`config.mk`:
```
export PLATFORM = sky130hd
export DESIGN_NAME = regfile_wr_arbiter_flat
export DESIGN_NICKNAME = d
export VERILOG_FILES = /design/src/rtl/regfile_wr_arbiter_pkg.sv /design/src/rtl/regfile_wr_arbiter_if.sv /design/src/rtl/regfile_wr_arbiter_rr_arbiter.sv /design/src/rtl/regfile_wr_arbiter.sv /design/src/flat_wrapper.sv
export SDC_FILE = /design/constraint.sdc
export NUM_CORES = 1
export LEC_CHECK = 0
export BUFFER_PORTS_ARGS = -buffer_cell sky130_fd_sc_hd__buf_2
export CAP_MARGIN = 5
export CELL_PAD_IN_SITES_DETAIL_PLACEMENT = 1
export CELL_PAD_IN_SITES_GLOBAL_PLACEMENT = 1
export CORE_ASPECT_RATIO = 0.5
export CORE_MARGIN = 2
export CORE_UTILIZATION = 28
export CTS_CLUSTER_SIZE = 8
export DETAILED_ROUTE_END_ITERATION = 6
export HOLD_SLACK_MARGIN = 0.05
export PLACE_DENSITY_LB_ADDON = 0.12
export SYNTH_ARGS = -nofsm -noshare
export SYNTH_HDL_FRONTEND = slang
export SYNTH_SLANG_ARGS = --single-unit
```
`constraint.sdc`:
```
create_clock -name clk -period 2.7 [get_ports clk]
set_input_delay 0.54 -clock clk [delete_from_list [all_inputs] [get_ports clk]]
set_output_delay 0.54 -clock clk [all_outputs]
set_load 0.01 [all_outputs]
```
`src/rtl/regfile_wr_arbiter_pkg.sv`:
```
// Shared register-file constants and small helpers for the writeback arbiter.
// The r0 address is defined here so every write-port client filters it consistently.
package regfile_wr_arbiter_pkg;

  localparam int REG_ADDR_W = 5;
  localparam int REG_DATA_W = 32;
  localparam logic [REG_ADDR_W-1:0] REG_ZERO = 5'd0;

  function automatic int unsigned wrap_inc(input int unsigned idx, input int unsigned n);
    return (idx + 32'd1 >= n) ? 32'd0 : idx + 32'd1;
  endfunction

endpackage

```
`src/rtl/regfile_wr_arbiter_if.sv`:
```
// Writeback bus: requester valid/ready/addr/data plus the register-file write port.
// master = requesters + register file side, slave = the arbiter.
interface regfile_wr_arbiter_if
  import regfile_wr_arbiter_pkg::*;
#(
  parameter int NUM_REQ = 3,
  parameter int DATA_W  = REG_DATA_W,
  parameter int ADDR_W  = REG_ADDR_W
);
  localparam int ID_W = $clog2(NUM_REQ);

  logic                      hold;
  logic [NUM_REQ-1:0]        req_valid;
  logic [NUM_REQ*ADDR_W-1:0] req_addr;
  logic [NUM_REQ*DATA_W-1:0] req_data;
  logic [NUM_REQ-1:0]        req_ready;
  logic                      wr_en;
  logic [ADDR_W-1:0]         wr_addr;
  logic [DATA_W-1:0]         wr_data;
  logic [ID_W-1:0]           grant_id;

  modport master (
    output hold, req_valid, req_addr, req_data,
    input  req_ready, wr_en, wr_addr, wr_data, grant_id
  );

  modport slave (
    input  hold, req_valid, req_addr, req_data,
    output req_ready, wr_en, wr_addr, wr_data, grant_id
  );

endinterface

```
`src/rtl/regfile_wr_arbiter_rr_arbiter.sv`:
```
// Generic round-robin picker: first set request at or after ptr, wrapping.
// Purely combinational so it can be reused for the memory port.
module rr_arbiter #(
  parameter int N  = 3,
  parameter int IW = $clog2(N)
) (
  input  logic [N-1:0]  req,
  input  logic [IW-1:0] ptr,
  output logic [N-1:0]  grant,
  output logic [IW-1:0] idx,
  output logic          any
);

  int j;

  always_comb begin
    grant = '0;
    idx   = '0;
    any   = 1'b0;
    j     = 0;
    for (int k = 0; k < N; k++) begin
      j = int'(ptr) + k;
      if (j >= N) j = j - N;
      if (!any && req[j]) begin
        any      = 1'b1;
        grant[j] = 1'b1;
        idx      = IW'(j);
      end
    end
  end

endmodule

```
`src/rtl/regfile_wr_arbiter.sv`:
```
// Round-robin share of the register-file write port among NUM_REQ writeback sources.
// Holds the rotation pointer, the one-cycle write register and the r0 filter.
module regfile_wr_arbiter
  import regfile_wr_arbiter_pkg::*;
#(
  parameter int NUM_REQ = 3,
  parameter int DATA_W  = REG_DATA_W,
  parameter int ADDR_W  = REG_ADDR_W
) (
  input logic                  clk,
  input logic                  rst,
  regfile_wr_arbiter_if.slave  bus
);

  localparam int ID_W = $clog2(NUM_REQ);

  logic [ID_W-1:0]    rr_ptr;
  logic [ID_W-1:0]    win_idx;
  logic [NUM_REQ-1:0] win_grant;
  logic               win_any;
  logic               accept;
  logic [ADDR_W-1:0]  sel_addr;
  logic [DATA_W-1:0]  sel_data;

  rr_arbiter #(.N(NUM_REQ), .IW(ID_W)) u_arb (
    .req   (bus.req_valid),
    .ptr   (rr_ptr),
    .grant (win_grant),
    .idx   (win_idx),
    .any   (win_any)
  );

  // The output register drains every cycle, so readiness ignores the wr_* stage.
  assign accept        = win_any && !bus.hold && !rst;
  assign bus.req_ready = accept ? win_grant : '0;

  always_comb begin
    sel_addr = '0;
    sel_data = '0;
    for (int i = 0; i < NUM_REQ; i++) begin
      if (win_idx == ID_W'(i)) begin
        sel_addr = bus.req_addr[i*ADDR_W +: ADDR_W];
        sel_data = bus.req_data[i*DATA_W +: DATA_W];
      end
    end
  end

  always_ff @(posedge clk or posedge rst) begin
    if (rst) begin
      bus.wr_en    <= 1'b0;
      bus.wr_addr  <= '0;
      bus.wr_data  <= '0;
      bus.grant_id <= '0;
      rr_ptr       <= '0;
    end else if (accept) begin
      // r0 writes complete the handshake but never reach the register file.
      bus.wr_en    <= (sel_addr != ADDR_W'(REG_ZERO));
      bus.wr_addr  <= sel_addr;
      bus.wr_data  <= sel_data;
      bus.grant_id <= win_idx;
      rr_ptr       <= ID_W'(wrap_inc(32'(win_idx), NUM_REQ));
    end else begin
      bus.wr_en <= 1'b0;
    end
  end

endmodule

```
`src/flat_wrapper.sv`:
```
// flat-port wrapper written by rule: the top's interface ports become plain ports
module regfile_wr_arbiter_flat import regfile_wr_arbiter_pkg::*;
#(
  parameter int NUM_REQ = 3,
  parameter int DATA_W  = REG_DATA_W,
  parameter int ADDR_W  = REG_ADDR_W
)
  (clk, rst, bus_hold, bus_req_valid, bus_req_addr, bus_req_data, bus_req_ready, bus_wr_en, bus_wr_addr, bus_wr_data, bus_grant_id);
  regfile_wr_arbiter_if #(.NUM_REQ(NUM_REQ), .DATA_W(DATA_W), .ADDR_W(ADDR_W)) bus_i ();
  input logic clk;
  input logic rst;
  input wire logic [$bits(bus_i.hold)-1:0] bus_hold;
  input wire logic [$bits(bus_i.req_valid)-1:0] bus_req_valid;
  input wire logic [$bits(bus_i.req_addr)-1:0] bus_req_addr;
  input wire logic [$bits(bus_i.req_data)-1:0] bus_req_data;
  output wire logic [$bits(bus_i.req_ready)-1:0] bus_req_ready;
  output wire logic [$bits(bus_i.wr_en)-1:0] bus_wr_en;
  output wire logic [$bits(bus_i.wr_addr)-1:0] bus_wr_addr;
  output wire logic [$bits(bus_i.wr_data)-1:0] bus_wr_data;
  output wire logic [$bits(bus_i.grant_id)-1:0] bus_grant_id;
  assign bus_i.hold = bus_hold;
  assign bus_i.req_valid = bus_req_valid;
  assign bus_i.req_addr = bus_req_addr;
  assign bus_i.req_data = bus_req_data;
  assign bus_req_ready = bus_i.req_ready;
  assign bus_wr_en = bus_i.wr_en;
  assign bus_wr_addr = bus_i.wr_addr;
  assign bus_wr_data = bus_i.wr_data;
  assign bus_grant_id = bus_i.grant_id;
  regfile_wr_arbiter #(.NUM_REQ(NUM_REQ), .DATA_W(DATA_W), .ADDR_W(ADDR_W)) u_core (.clk(clk), .rst(rst), .bus(bus_i));
endmodule
```
==> flow_summary_export.csv <==
group,metric,value,unit
cells_and_area,synthToLayoutAreaGrowth,45.20,%
cells_and_area,final_cell_mix,"buf_2, nand2_1, dfrtp_1, nor2_1, buf_4",
timing,whs,0.3033,ns
timing,rsz0062_at_grt,"true",
global_route,grt_pass1_vias,3075,
cells_and_area,diodes,0,
timing,fin_setup_tns,-0.1116,ns
floorplanning,die_h,74.56,µm
worst_setup_path,cp_num_buf_inv,1,
routing,via_per_inst,4.857,
timing,finalCritPeriodShare,1.023,
floorplanning,pin_count,160,
yosys,ys_types,42,
pwr,ir_worst_vdd,467.2,µV
clock_network,root_buffer,"clkbuf_16",
placement,io_buffers,159,
pwr,finalPower,4549,µW
yosys,synthesis.nets,441,
worst_setup_path,crit_chain,"ha_4, mux2i_2, or2_1, and2_4, a311o_2, a211oi_4, buf_2",
placement,dp_hpwl,7603,µm
cells_and_area,instances_no_fill,623,
global_route,grt_max_degree,34,
yosys,syn_avg_cell_area,8.711,µm²
yosys,yosysSeqAreaShare,0.3770,
yosys,yosysWarnings,0,
timing,finalSetupViolCount,3,
clock_network,cts_tree,"built",
routing,drt-total-wl,9846,µm
worst_setup_path,critical-path-top-delay-family,"compound AO/OA/AOI/OAI gates",
cells_and_area,final_net_count,608,
clock_network,ctsHoldBuffers,0,
worst_setup_path,r2r_cells,10,
worst_setup_path,cp_slowest_cell,"dfrtp_2",
routing,drtIter0Drc,77,
floorplanning,die_w,145.1,µm
timing,worst_slew_pin_slew,0.5963,ns
worst_setup_path,cp_max_fo,4,
worst_setup_path,path_class,"flip-flop to output port",
floorplanning,initial_core_util,0.2912,
clock_network,clock_latency,0.28,ns
job,max-cap-violations,0,
placement,dp.cells,605,
cells_and_area,drive_above_1_share,0.4590,
cells_and_area,fin_util,0.4229,
status,violations,"negative setup slack",
cells_and_area,mostFrequentLayoutCell,"buf_2",
worst_hold_path,hold_path.class,"primary input to async pin",
yosys,ys_ff_latch,42,
floorplanning,num_rows,25,
clock_network,htree_num_levels,2,
floorplanning,core,9572,µm²
routing,drc,0,
placement,place_congestion,0.8232,
worst_setup_path,cp.depth,7,
clock_network,cts_buffer_depth,2,
timing,slew_headroom,0.6020,
timing,finalWorstSetupSlack,-0.06086,ns
routing,post_drt_wl_per_cell,15.80,µm
yosys,syn_inst,320,
routing,drt-pass1-iter-count,4,
routing,ant_nets,0,
timing,finClkSkew,0.002219,ns
global_route,grt_pass1_wl,15730,µm
global_route,grt-ovfl-total,0,
worst_setup_path,worstPathRequired,2.16,ns
floorplanning,dieArea,10820,µm²
timing,final_max_slew_viol_count,0,
global_route,antenna_found_initial,0,
worst_setup_path,arrival,2.22,ns
timing,final.min_clock_period,2.761,ns
clock_network,clock_sinks,42,
routing,vias,3026,
yosys,netlist_area,2788,µm²
pwr,powerDensity,1124,nW/µm²
global_route,grt_use_total,0.1832,
pwr,power.leakage,0.002009,µW
timing,final-hold-violation-count,0,
worst_setup_path,crit_path_start_kind,"flip-flop",
clock_network,cts_made_buffers,5,
worst_setup_path,cpPeakStageDelay,0.45,ns
status,status,"finished with violations",
clock_network,clk_pin_slew,0.06,ns
timing,max_freq,362.2,MHz
worst_setup_path,endpoint_kind,"output port",
## report_power, final
| group | switching, µW | internal (µW) | total (µW) |
|---|---|---|---|
| Sequential | 160 | 936 | 1100 |
| Clock | 248 | 367 | 615 |
| Combinational | 1610 | 1230 | 2840 |
| Total | 2020 | 2530 | 4550 |
## worst paths after layout
check	to	startpoint	slack (ns)
setup / recovery	bus_req_ready[0]	u_core.rr_ptr[0]	-0.06
hold / removal	u_core.bus.wr_addr[1]	rst	0.30
setup reg to reg	u_core.bus.wr_data[25]	u_core.rr_ptr[0]	0.12
hold reg to reg	u_core.bus.wr_data[28]	u_core.bus.wr_data[28]	0.48
max in group asynchronous	u_core.bus.wr_data[24]	rst	1.89
min in group clk	u_core.bus.wr_data[28]	u_core.bus.wr_data[28]	0.48
## registers in the layout, indices dropped and copies added, names as in the netlist
name	count
u_core.bus.wr_en	1
u_core.bus.grant_id	2
u_core.bus.wr_addr	5
u_core.bus.wr_data	32
u_core.rr_ptr	2
## worst register-to-register path: stages, from the launching register on
cell and delay [ns]:
dfrtp_2 0.45, ha_4 0.18, mux2i_2 0.15, or2_1 0.26
buf_4 0.14, buf_4 0.14, nor2_2 0.37, buf_4 0.28
nor3b_1 0.07, a211oi_1 0.29, o31ai_1 0.12
## cells by family (layout without fill, tap and decap cells)
kind of cell               after synthesis  after routing  synth area share
and+or+nand+nor                        126            126            0.2244
AOI/OAI and AO/OA                       93             93            0.2451
DFF                                     42             42            0.3770
buffers and inverters                   36            204           0.06373
muxes                                   19             19           0.07182
adders and majority gates                4              4           0.01795
## metrics by stage
stage,cell area (µm²),setup WS (ns)
finish,4048,-0.06086
global route,4048,-0.1415
CTS,4004,-0.01097
detailed placement,3785,0.08493
global placement,3785,0.1401
floorplan,2825,-0.04419
## synth_stat cells (all sizes together)
master   instances  area, µm²
inv              8      30.03
ha               4      50.05
nand2b           2      12.51
clkbuf           9      33.78
o221ai           2      17.52
a21boi           1      7.510
mux2i           11      110.1
a311o            1      10.01
or4              1      7.510
dfrtp           42       1051
a211oi          29      235.2
o31ai           27      202.7
nand3b           1      7.510
o21bai           1      7.510
nor3b           26      195.2
a22oi            1      7.510
o21ai           15      75.07
and2             3      21.27
nand2           44      167.7
a211o            2      17.52
a21oi            7      35.03
o31a             2      17.52
nor2            38      147.6
o211ai           1      12.51
mux2             8      90.09
a2111oi          2      17.52
nand3            1      5.000
or2              2      12.51
nor3             3      15.01
nor2b            5      33.78
a22o             1      8.760
o41a             1      11.26
buf             19      113.9
## metal layers
metal	wire length, µm	vias to the layer above	track usage
met4	37	0	0.03050
met5	0	-	0
met1	4685	1452	0.2492
li1	-	1492	-
met2	4561	80	0.3005
met3	561	2	0.05215
## repair_timing
action,4_1_cts,5_1_grt
pin swaps,5,2
gates resized for setup,6,5
setup buffers,7,3
endpoints found under the setup margin,3,19
endpoints found under the hold margin,0,0
## final cells by class
class | count | area (µm²)
clock buffers | 7 | 142.6
fillers | 1204 | 5524
repair buffers | 188 | 1032
clock inverters | 1 | 5.005
flip-flops and latches | 42 | 1052
multi-input cells | 242 | 1617
inverters | 8 | 30.03
well taps | 135 | 168.9
No activity file was read; power rests on OpenSTA's default activity.
